<file path="config.mk">
export PLATFORM = sky130hd
export DESIGN_NAME = instr_fetch_flat
export DESIGN_NICKNAME = d
export VERILOG_FILES = /design/src/rtl/instr_fetch_if.sv /design/src/rtl/instr_fetch.sv /design/src/flat_wrapper.sv
export SDC_FILE = /design/constraint.sdc
export NUM_CORES = 1
export LEC_CHECK = 0
export BUFFER_PORTS_ARGS = -buffer_cell sky130_fd_sc_hd__buf_2
export CAP_MARGIN = 40
export CORE_MARGIN = 8
export CORE_UTILIZATION = 40
export DETAILED_ROUTE_END_ITERATION = 10
export GPL_ROUTABILITY_DRIVEN = 0
export PLACE_DENSITY = 0.65
export SLEW_MARGIN = 25
export SYNTH_ARGS = -nofsm -noshare
export SYNTH_HDL_FRONTEND = slang
export SYNTH_SLANG_ARGS = --single-unit
</file>
<file path="constraint.sdc">
create_clock -name clk -period 2.3 [get_ports clk]
set_input_delay 0.345 -clock clk [delete_from_list [all_inputs] [get_ports clk]]
set_output_delay 0.345 -clock clk [all_outputs]
set_load 0.1 [all_outputs]
</file>
<file path="src/rtl/instr_fetch_if.sv">
// Fetch-stage bus bundle: instruction-memory port plus the handoff to decode.
// The master side is the fetch unit; the slave side is memory/decode.
interface instr_fetch_if;
    logic        imem_req;
    logic [31:0] imem_addr;
    logic        imem_ack;
    logic [31:0] imem_rdata;
    logic [31:0] instr;
    logic [6:0]  op;
    logic        instr_valid;
    logic        instr_ready;
    logic [31:0] pc;
    logic [31:0] pcplus4;
    logic        redirect;
    logic [31:0] redirect_target;

    modport master (
        output imem_req, imem_addr, instr, op, instr_valid, pc, pcplus4,
        input  imem_ack, imem_rdata, instr_ready, redirect, redirect_target
    );

    modport slave (
        input  imem_req, imem_addr, instr, op, instr_valid, pc, pcplus4,
        output imem_ack, imem_rdata, instr_ready, redirect, redirect_target
    );
endinterface

</file>
<file path="src/rtl/instr_fetch.sv">
// Single-outstanding instruction fetch unit: requests one word at a time, holds it for decode
// and squashes in-flight data on redirect.
module instr_fetch #(
    parameter logic [31:0] RESET_PC  = 32'h0000_0000,
    parameter logic [31:0] NOP_INSTR = 32'h0000_0013
) (
    input  logic          clk,
    input  logic          reset,
    instr_fetch_if.master bus
);

    typedef enum logic [1:0] {StIdle, StReq, StHold, StFlush} state_e;

    state_e      state_q, state_d;
    logic [31:0] fetch_pc_q, fetch_pc_d;
    logic [31:0] pc_q, pc_d;
    logic [31:0] instr_q, instr_d;
    logic [31:0] pend_q, pend_d;
    logic        valid_q, valid_d;
    logic [31:0] target;
    logic        unused_tgt_lsbs;

    assign target          = {bus.redirect_target[31:2], 2'b00};
    assign unused_tgt_lsbs = ^bus.redirect_target[1:0];

    always_comb begin
        state_d    = state_q;
        fetch_pc_d = fetch_pc_q;
        pc_d       = pc_q;
        instr_d    = instr_q;
        pend_d     = pend_q;
        valid_d    = valid_q;
        unique case (state_q)
            StIdle: begin
                state_d = StReq;
                if (bus.redirect) begin
                    fetch_pc_d = target;
                end
            end
            StReq: begin
                if (bus.redirect) begin
                    if (bus.imem_ack) begin
                        // Returned word belongs to the squashed path; reissue at the target.
                        fetch_pc_d = target;
                    end else begin
                        pend_d  = target;
                        state_d = StFlush;
                    end
                end else if (bus.imem_ack) begin
                    instr_d = bus.imem_rdata;
                    pc_d    = fetch_pc_q;
                    valid_d = 1'b1;
                    state_d = StHold;
                end
            end
            StHold: begin
                if (bus.redirect) begin
                    fetch_pc_d = target;
                    valid_d    = 1'b0;
                    instr_d    = NOP_INSTR;
                    state_d    = StReq;
                end else if (bus.instr_ready) begin
                    fetch_pc_d = fetch_pc_q + 32'd4;
                    valid_d    = 1'b0;
                    instr_d    = NOP_INSTR;
                    state_d    = StReq;
                end
            end
            StFlush: begin
                // Request address stays put until the stale ack drains.
                if (bus.imem_ack) begin
                    fetch_pc_d = bus.redirect ? target : pend_q;
                    state_d    = StReq;
                end else if (bus.redirect) begin
                    pend_d = target;
                end
            end
            default: begin
                state_d = StIdle;
            end
        endcase
    end

    always_ff @(posedge clk) begin
        if (reset) begin
            state_q    <= StIdle;
            fetch_pc_q <= {RESET_PC[31:2], 2'b00};
            pc_q       <= RESET_PC;
            instr_q    <= NOP_INSTR;
            pend_q     <= 32'h0;
            valid_q    <= 1'b0;
        end else begin
            state_q    <= state_d;
            fetch_pc_q <= fetch_pc_d;
            pc_q       <= pc_d;
            instr_q    <= instr_d;
            pend_q     <= pend_d;
            valid_q    <= valid_d;
        end
    end

    assign bus.imem_req    = (state_q == StReq) || (state_q == StFlush);
    assign bus.imem_addr   = fetch_pc_q;
    assign bus.instr       = instr_q;
    assign bus.op          = instr_q[6:0];
    assign bus.instr_valid = valid_q;
    assign bus.pc          = pc_q;
    assign bus.pcplus4     = pc_q + 32'd4;

endmodule

</file>
<file path="src/flat_wrapper.sv">
// flat-port wrapper written by rule: the top's interface ports become plain ports
module instr_fetch_flat 
#(
    parameter logic [31:0] RESET_PC  = 32'h0000_0000,
    parameter logic [31:0] NOP_INSTR = 32'h0000_0013
)
  (clk, reset, bus_imem_req, bus_imem_addr, bus_instr, bus_op, bus_instr_valid, bus_pc, bus_pcplus4, bus_imem_ack, bus_imem_rdata, bus_instr_ready, bus_redirect, bus_redirect_target);
  instr_fetch_if bus_i ();
  input  logic clk;
  input  logic reset;
  output wire logic [$bits(bus_i.imem_req)-1:0] bus_imem_req;
  output wire logic [$bits(bus_i.imem_addr)-1:0] bus_imem_addr;
  output wire logic [$bits(bus_i.instr)-1:0] bus_instr;
  output wire logic [$bits(bus_i.op)-1:0] bus_op;
  output wire logic [$bits(bus_i.instr_valid)-1:0] bus_instr_valid;
  output wire logic [$bits(bus_i.pc)-1:0] bus_pc;
  output wire logic [$bits(bus_i.pcplus4)-1:0] bus_pcplus4;
  input wire logic [$bits(bus_i.imem_ack)-1:0] bus_imem_ack;
  input wire logic [$bits(bus_i.imem_rdata)-1:0] bus_imem_rdata;
  input wire logic [$bits(bus_i.instr_ready)-1:0] bus_instr_ready;
  input wire logic [$bits(bus_i.redirect)-1:0] bus_redirect;
  input wire logic [$bits(bus_i.redirect_target)-1:0] bus_redirect_target;
  assign bus_imem_req = bus_i.imem_req;
  assign bus_imem_addr = bus_i.imem_addr;
  assign bus_instr = bus_i.instr;
  assign bus_op = bus_i.op;
  assign bus_instr_valid = bus_i.instr_valid;
  assign bus_pc = bus_i.pc;
  assign bus_pcplus4 = bus_i.pcplus4;
  assign bus_i.imem_ack = bus_imem_ack;
  assign bus_i.imem_rdata = bus_imem_rdata;
  assign bus_i.instr_ready = bus_instr_ready;
  assign bus_i.redirect = bus_redirect;
  assign bus_i.redirect_target = bus_redirect_target;
  instr_fetch #(.RESET_PC(RESET_PC), .NOP_INSTR(NOP_INSTR)) u_core (.clk(clk), .reset(reset), .bus(bus_i));
endmodule
</file>
==> results by group, run 1 <==
Worst setup path
  – Arrival time of data at the critical path endpoint: 2.21 ns
  – Startpoint type of the worst setup path: register
  – Critical Setup Path Class: reg -> out
  – Highest net fanout along the worst path: 3
  – Required time of the worst setup path: 1.96 ns
  – Nature of the critical path endpoint: output port

Synthesis
  – Flop and latch count out of synthesis: 131
  – Register area share after synthesis: 0.401
  – Area leader, netlist: dfxtp_1
  – Instance count of the mapped netlist: 862
  – Area of the mapped netlist: 6540 sq um
  – Count of flip-flops with a built-in enable after synthesis: 0
  – Post-synthesis cell type count: 58
  – Avg Synthesized Cell Area: 7.59 sq um
  – Mapped Nets: 933
  – Primary FF master, synth: dfxtp_1
  – Top-area cell type share of the netlist area: 0.401
  – Top cells by area in the synthesized netlist: dfxtp_1, nand2_1, a21oi_1
  – Share of flip-flops with an asynchronous set or reset: 0
  – Warnings from Yosys: 0

Cells and area
  – Diode insertion count for antenna repair: 0
  – Number of nets in the layout: 1139
  – Share of post-route cells with drive strength above 1: 0.383
  – Most frequent standard cell in the layout excluding fill and tap cells: buf_2
  – Finished Core Util: 0.609
  – Final cell count without fillers: 1297
  – Layout overhead on the synthesized area: 48.3%
  – Most frequent cells in the layout: buf_2, nand2_1, a21oi_1, dfxtp_1, nor2_1

CTS
  – Hold Buf Count CTS: 0
  – Clock transition time at the flip-flop clock pins of the worst setup and hold paths: 0.06 ns
  – Clock latency on the worst-skew pair: 0.41 ns
  – TritonCTS clock tree: yes
  – Inserted Clock Buffers: 17
  – CTS Buffer Depth: 2
  – H-tree levels: 4
  – Clk sink count: 131
  – Clock root buffer: clkbuf_16

Detailed routing
  – DR WL met2: 10400 microns
  – Detailed-routed wire length on met3: 1570 microns
  – Final Routed Wirelength: 22200 microns
  – Number of violations reported at the end of detailed-routing iteration 0: 694
  – Top sig layer: met4
  – Detail-routed net length per standard cell: 17.1 microns
  – Number of search-and-repair iterations in the first detailed-routing pass: 5
  – Via total after detailed routing: 6954
  – Post-DR vias/cell: 5.36
  – Number of remaining DRC errors: 0
  – Routed Antenna Nets: 0
  – Met1 wire length: 9930 microns

Die
  – Starting Density: 0.410
  – Total number of placement rows: 46
  – Core area: 15900 sq um
  – Width of the chip: 144 microns
  – Die footprint: 20700 sq um
  – Top-level I/O count: 206
  – Height of the die: 144 microns

STA
  – Slew at the pin with the worst max-slew slack: 0.506 ns
  – Pins over their slew limit: 0
  – Hold slack: 0.170 ns
  – Final Setup Violations: 15
  – Maximum clock skew at final layout: 0.00861 ns
  – Setup ws final: -0.255 ns
  – Achievable Freq: 0.391 GHz
  – Number of hold violations in the final report: 0
  – Shortest period the worst path allows: 2.55 ns
  – Worst slew slack as a fraction of its limit: 0.662
  – Setup TNS: -2.33 ns
  – Setup repair after global routing missed its margin: true
  – Share of the clock period used by the worst path after layout: 1.11

Power and ir drop
  – Share of power burned in registers: 0.378
  – VDD IR-drop max: 0.492 mV
  – Clock network power share: 0.416
  – Share of total power consumed by net switching: 0.332
  – Power Dens Cells: 675 nW/um^2
  – Combinational share of power: 0.206
  – Switching component of the power: 2.18 mW
  – P_leak: 4.03 nW
  – Internal: 4.38 mW

Placement
  – Port bufs: 203
  – Half-perimeter wire length after detailed placement: 16400 microns
  – Post-place setup slack: 0.0205 ns
  – Cell count after placement: 1249

GRT
  – Global-route wire length before repair: 34800 microns
  – Largest net degree at the start of global routing: 42
  – Number of global-route vias before repair: 6544
  – Global routing usage summed across all routing layers: 0.209
  – Initial antenna violation count: 0
  – GRT overflow: 0

Run status
  – Violations in the final reports: setup timing
  – Outcome: complete, but fails checks

Run
  – Max-cap violation count: 0

Hold path
  – Hold Crit Class: in -> reg
## power by group through the flow
stage,logic (mW),clock network (mW),registers [mW]
floorplan,0.504,0,3.01
global placement,1.34,0,2.52
detailed placement,1.34,0,2.52
CTS,1.35,2.77,2.47
global route,1.42,2.87,2.49
finish,1.35,2.72,2.48
## per-stage QoR
stage	area [sq um]	power [mW]
4_1_cts	9630	6.59
6_report	9700	6.55
2_1_floorplan	7150	3.51
3_5_place_dp	8770	3.86
5_1_grt	9700	6.78
3_3_place_gp	8770	3.86
## worst paths after layout
path                             from                        to  slack, ns  depth (start not counted)
min reg2reg         u_core.pend_q[18]         u_core.pend_q[18]       0.45                          2
min                 bus_imem_rdata[0]       u_core.bus.instr[0]       0.17                          3
max reg2reg  u_core.bus.imem_addr[10]  u_core.bus.imem_addr[31]       0.25                          5
max                  u_core.bus.pc[4]           bus_pcplus4[20]      -0.25                          7
## cell families after synthesis
family	share of synthesized area
adders and majority gates	0.00382
DFF	0.401
xor gates and xnor gates	0.0535
buffers and inverters	0.0606
muxes	0.00631
AOI/OAI and AO/OA	0.218
and+or+nand+nor	0.257
## flip-flops by register name, indices dropped and copies added, names as in the netlist
| signal | count |
|---|---|
| u_core.bus.pc | 32 |
| u_core.bus.imem_addr | 32 |
| u_core.state_q | 2 |
| u_core.pend_q | 32 |
| u_core.bus.instr | 32 |
| u_core.bus.instr_valid | 1 |
## area by class of cell
type                       instances  area, sq um
multi-input combinational        642         4160
timing repair buffer             266         1880
inverter                          10         37.5
clock buffer                      24          557
tap                              216          270
sequential                       131         2750
fill                            1436         6240
clock inverter                     8         57.6
## worst max-delay path: stages (launching register included)
cell and delay [ns]:
dfxtp_4 0.34, and4_4 0.27, nand3_4 0.11, or3_4 0.44, buf_4 0.16, nor2_4 0.12, xor2_4 0.17, buf_12 0.19
## synthesized netlist by cell type (3+ instances only)
| library cell | n |
|---|---|
| nor4_1 | 11 |
| a31oi_1 | 7 |
| inv_1 | 10 |
| nor2b_1 | 4 |
| a211oi_1 | 10 |
| a22oi_1 | 32 |
| nor3_1 | 13 |
| or2_2 | 6 |
| o211ai_1 | 5 |
| xnor2_1 | 27 |
| a221oi_1 | 4 |
| clkbuf_1 | 57 |
| a21oi_1 | 92 |
| nand4_2 | 3 |
| buf_4 | 10 |
| nand3_1 | 35 |
| nand4_1 | 11 |
| mux2i_1 | 3 |
| buf_2 | 7 |
| nand2_1 | 172 |
| and3_1 | 10 |
| xor2_1 | 13 |
| o21a_1 | 3 |
| a22o_1 | 4 |
| and4_1 | 3 |
| o21ai_0 | 35 |
| a311oi_1 | 5 |
| o31ai_1 | 4 |
| nand2b_1 | 9 |
| o22ai_1 | 12 |
| nor2_1 | 70 |
| dfxtp_1 | 131 |
| o41ai_1 | 3 |
| or3_1 | 5 |
## metal layers
metal  up-vias  GRT usage
met5         -          0
met4         0     0.0625
li1       3446          -
met1      3242      0.283
met3        18     0.0438
met2       248      0.328
## timing repair
action	4_1_cts	5_1_grt
gates resized for setup	28	10
setup buffers	13	2
setup endpoints to repair	21	21
pin swaps	23	14
Note: power is estimated with default switching activity, not from simulation.
==> run 2: changes to the inputs <==
--- a/config.mk
+++ b/config.mk
@@ -11,7 +11,7 @@
 export CORE_UTILIZATION = 40
 export DETAILED_ROUTE_END_ITERATION = 10
 export GPL_ROUTABILITY_DRIVEN = 0
-export PLACE_DENSITY = 0.65
+export PLACE_DENSITY_LB_ADDON = 0.1
 export SLEW_MARGIN = 25
 export SYNTH_ARGS = -nofsm -noshare
 export SYNTH_HDL_FRONTEND = slang
==> run 2 against run 1 <==
- power shrank 0.50%
- cell count is 0.31% higher
- register-to-register slack got worse by 0.02 ns
- setup slack improved by 0.0078 ns
- largest power group unchanged
- sequential share of layout area decreased by 0.37 points
- the flow still finishes with violations (setup timing)
==> results by group, run 2 (same netlist as run 1, synthesis figures left out) <==
GRT
  – Global routing usage summed across all routing layers: 0.213
  – Global-route wire length before repair: 35000 microns
  – Number of global-route vias before repair: 6515
  – Initial antenna violation count: 1
  – GRT overflow: 0
  – Largest net degree at the start of global routing: 68

Detailed routing
  – Final Routed Wirelength: 22400 microns
  – Number of remaining DRC errors: 0
  – Post-DR vias/cell: 5.35
  – Number of violations reported at the end of detailed-routing iteration 0: 553
  – Detail-routed net length per standard cell: 17.2 microns
  – Via total after detailed routing: 6958
  – Number of search-and-repair iterations in the first detailed-routing pass: 5
  – Routed Antenna Nets: 0

CTS
  – Clock transition time at the flip-flop clock pins of the worst setup and hold paths: 0.05 ns
  – TritonCTS clock tree: yes
  – Inserted Clock Buffers: 17
  – Clock latency on the worst-skew pair: 0.42 ns
  – Clock root buffer: clkbuf_16
  – Clk sink count: 131
  – CTS Buffer Depth: 2
  – H-tree levels: 4

Run
  – Max-cap violation count: 0

STA
  – Setup ws final: -0.247 ns
  – Achievable Freq: 0.393 GHz
  – Setup repair after global routing missed its margin: true
  – Worst slew slack as a fraction of its limit: 0.514
  – Slew at the pin with the worst max-slew slack: 0.729 ns
  – Pins over their slew limit: 0
  – Maximum clock skew at final layout: 0.00478 ns
  – Final Setup Violations: 19
  – Number of hold violations in the final report: 0
  – Shortest period the worst path allows: 2.55 ns
  – Share of the clock period used by the worst path after layout: 1.11

Placement
  – Post-place setup slack: 0.0285 ns
  – Cell count after placement: 1248
  – Half-perimeter wire length after detailed placement: 16300 microns
  – Port bufs: 203

Die
  – Starting Density: 0.410
  – Core area: 15900 sq um
  – Width of the chip: 144 microns
  – Height of the die: 144 microns
  – Total number of placement rows: 46
  – Die footprint: 20700 sq um
  – Top-level I/O count: 206

Worst setup path
  – Required time of the worst setup path: 1.96 ns
  – Nature of the critical path endpoint: output port
  – Reg-to-reg critical path endpoint: u_core.bus.instr[1]
  – CP endpoint: bus_pcplus4[24]
  – FF-to-FF setup slack: 0.23 ns
  – Critical Setup Path Class: reg -> out
  – Arrival time of data at the critical path endpoint: 2.20 ns
  – R2R depth: 5
  – Highest net fanout along the worst path: 4
  – Setup crit start: u_core.bus.pc[7]
  – Origin of the critical flop-to-flop path: u_core.state_q[0]
  – Startpoint type of the worst setup path: register

Hold path
  – Hold Crit Class: in -> reg
  – Worst Hold Launch: bus_imem_rdata[0]

Power and ir drop
  – Internal: 4.40 mW
  – Switching component of the power: 2.12 mW
  – P_leak: 4.12 nW
  – Share of total power consumed by net switching: 0.326
  – VDD IR-drop max: 0.469 mV
  – Share of power burned in registers: 0.381
  – Power Dens Cells: 663 nW/um^2
  – Combinational share of power: 0.207
  – Clock network power share: 0.412

Cells and area
  – Most frequent standard cell in the layout excluding fill and tap cells: buf_2
  – Final cell count without fillers: 1301
  – Diode insertion count for antenna repair: 0
  – Number of nets in the layout: 1145
  – Share of post-route cells with drive strength above 1: 0.388
  – Layout overhead on the synthesized area: 50.2%
  – Most frequent cells in the layout: buf_2, nand2_1, a21oi_1, dfxtp_1, nor2_1

Run status
  – Outcome: complete, but fails checks
  – Violations in the final reports: setup timing
run 2: changes by cell type in the layout (fill, tap and decap cells not counted), sizes merged:
cell | before | now
bufinv | 0 | 1
clkinvlp | 1 | 2
inv | 12 | 11
buf | 266 | 272
clkbuf | 24 | 23
clkinv | 5 | 3
run 2: worst min path at each step:
stage,end,cells past startpoint
6_report,u_core.bus.instr[0],3
2_1_floorplan,u_core.pend_q[0],2
4_1_cts,u_core.bus.instr[0],3
3_3_place_gp,u_core.pend_q[18],2
5_1_grt,u_core.bus.instr[20],3
3_5_place_dp,u_core.pend_q[0],2
run 2: repair_timing:
action                                 CTS  global route
setup endpoints to repair               22            23
pin swaps                               26            19
setup buffers                           13            10
endpoints found under the hold margin    0             0
gates resized for setup                 33            21
hold buffers                             0             0
run 2: power groups by stage:
stage	clock [mW]	sequential (mW)	combinational, mW
final	2.69	2.48	1.35
after global routing	2.85	2.50	1.42
after CTS	2.73	2.48	1.34
after detailed placement	0	2.53	1.34
after global placement	0	2.53	1.33
after floorplan	0	3.01	0.504
run 2: final cells by class:
type | count | area, sq um
clock inverter | 7 | 66.3
multi-input combinational | 642 | 4220
timing repair buffer | 272 | 1960
sequential | 131 | 2750
fill | 1443 | 6110
clock buffer | 23 | 532
tap | 216 | 270
inverter | 10 | 37.5
run 2: routing by layer:
metal | routed length, microns | share of wire | GRT usage
met1 | 10300 | 0.46 | 0.284
met3 | 1730 | 0.077 | 0.0597
met5 | 13 | 0.00058 | 0
met2 | 10300 | 0.46 | 0.328
met4 | 187 | 0.0083 | 0.0576
run 2: worst max-delay path, cell delays in order, from the launching register on:
cell and delay [ns]:
dfxtp_4 0.33, and4_4 0.27, nand3_4 0.10, or3_4 0.44, nor3_4 0.26, xor2_4 0.18, buf_12 0.19
run 2: metrics by stage:
step	hold WS, ns	setup TNS (ns)	instance area [sq um]	total power [mW]	utilization
after global routing	0.164	-3.87	9830	6.77	0.617
after floorplan	0.424	-5.35	7150	3.51	-
final	0.170	-2.13	9830	6.52	0.617
after detailed placement	0.443	0	8790	3.87	0.551
after CTS	0.153	-2.52	9640	6.56	0.605
after global placement	0.440	0	8790	3.86	0.551
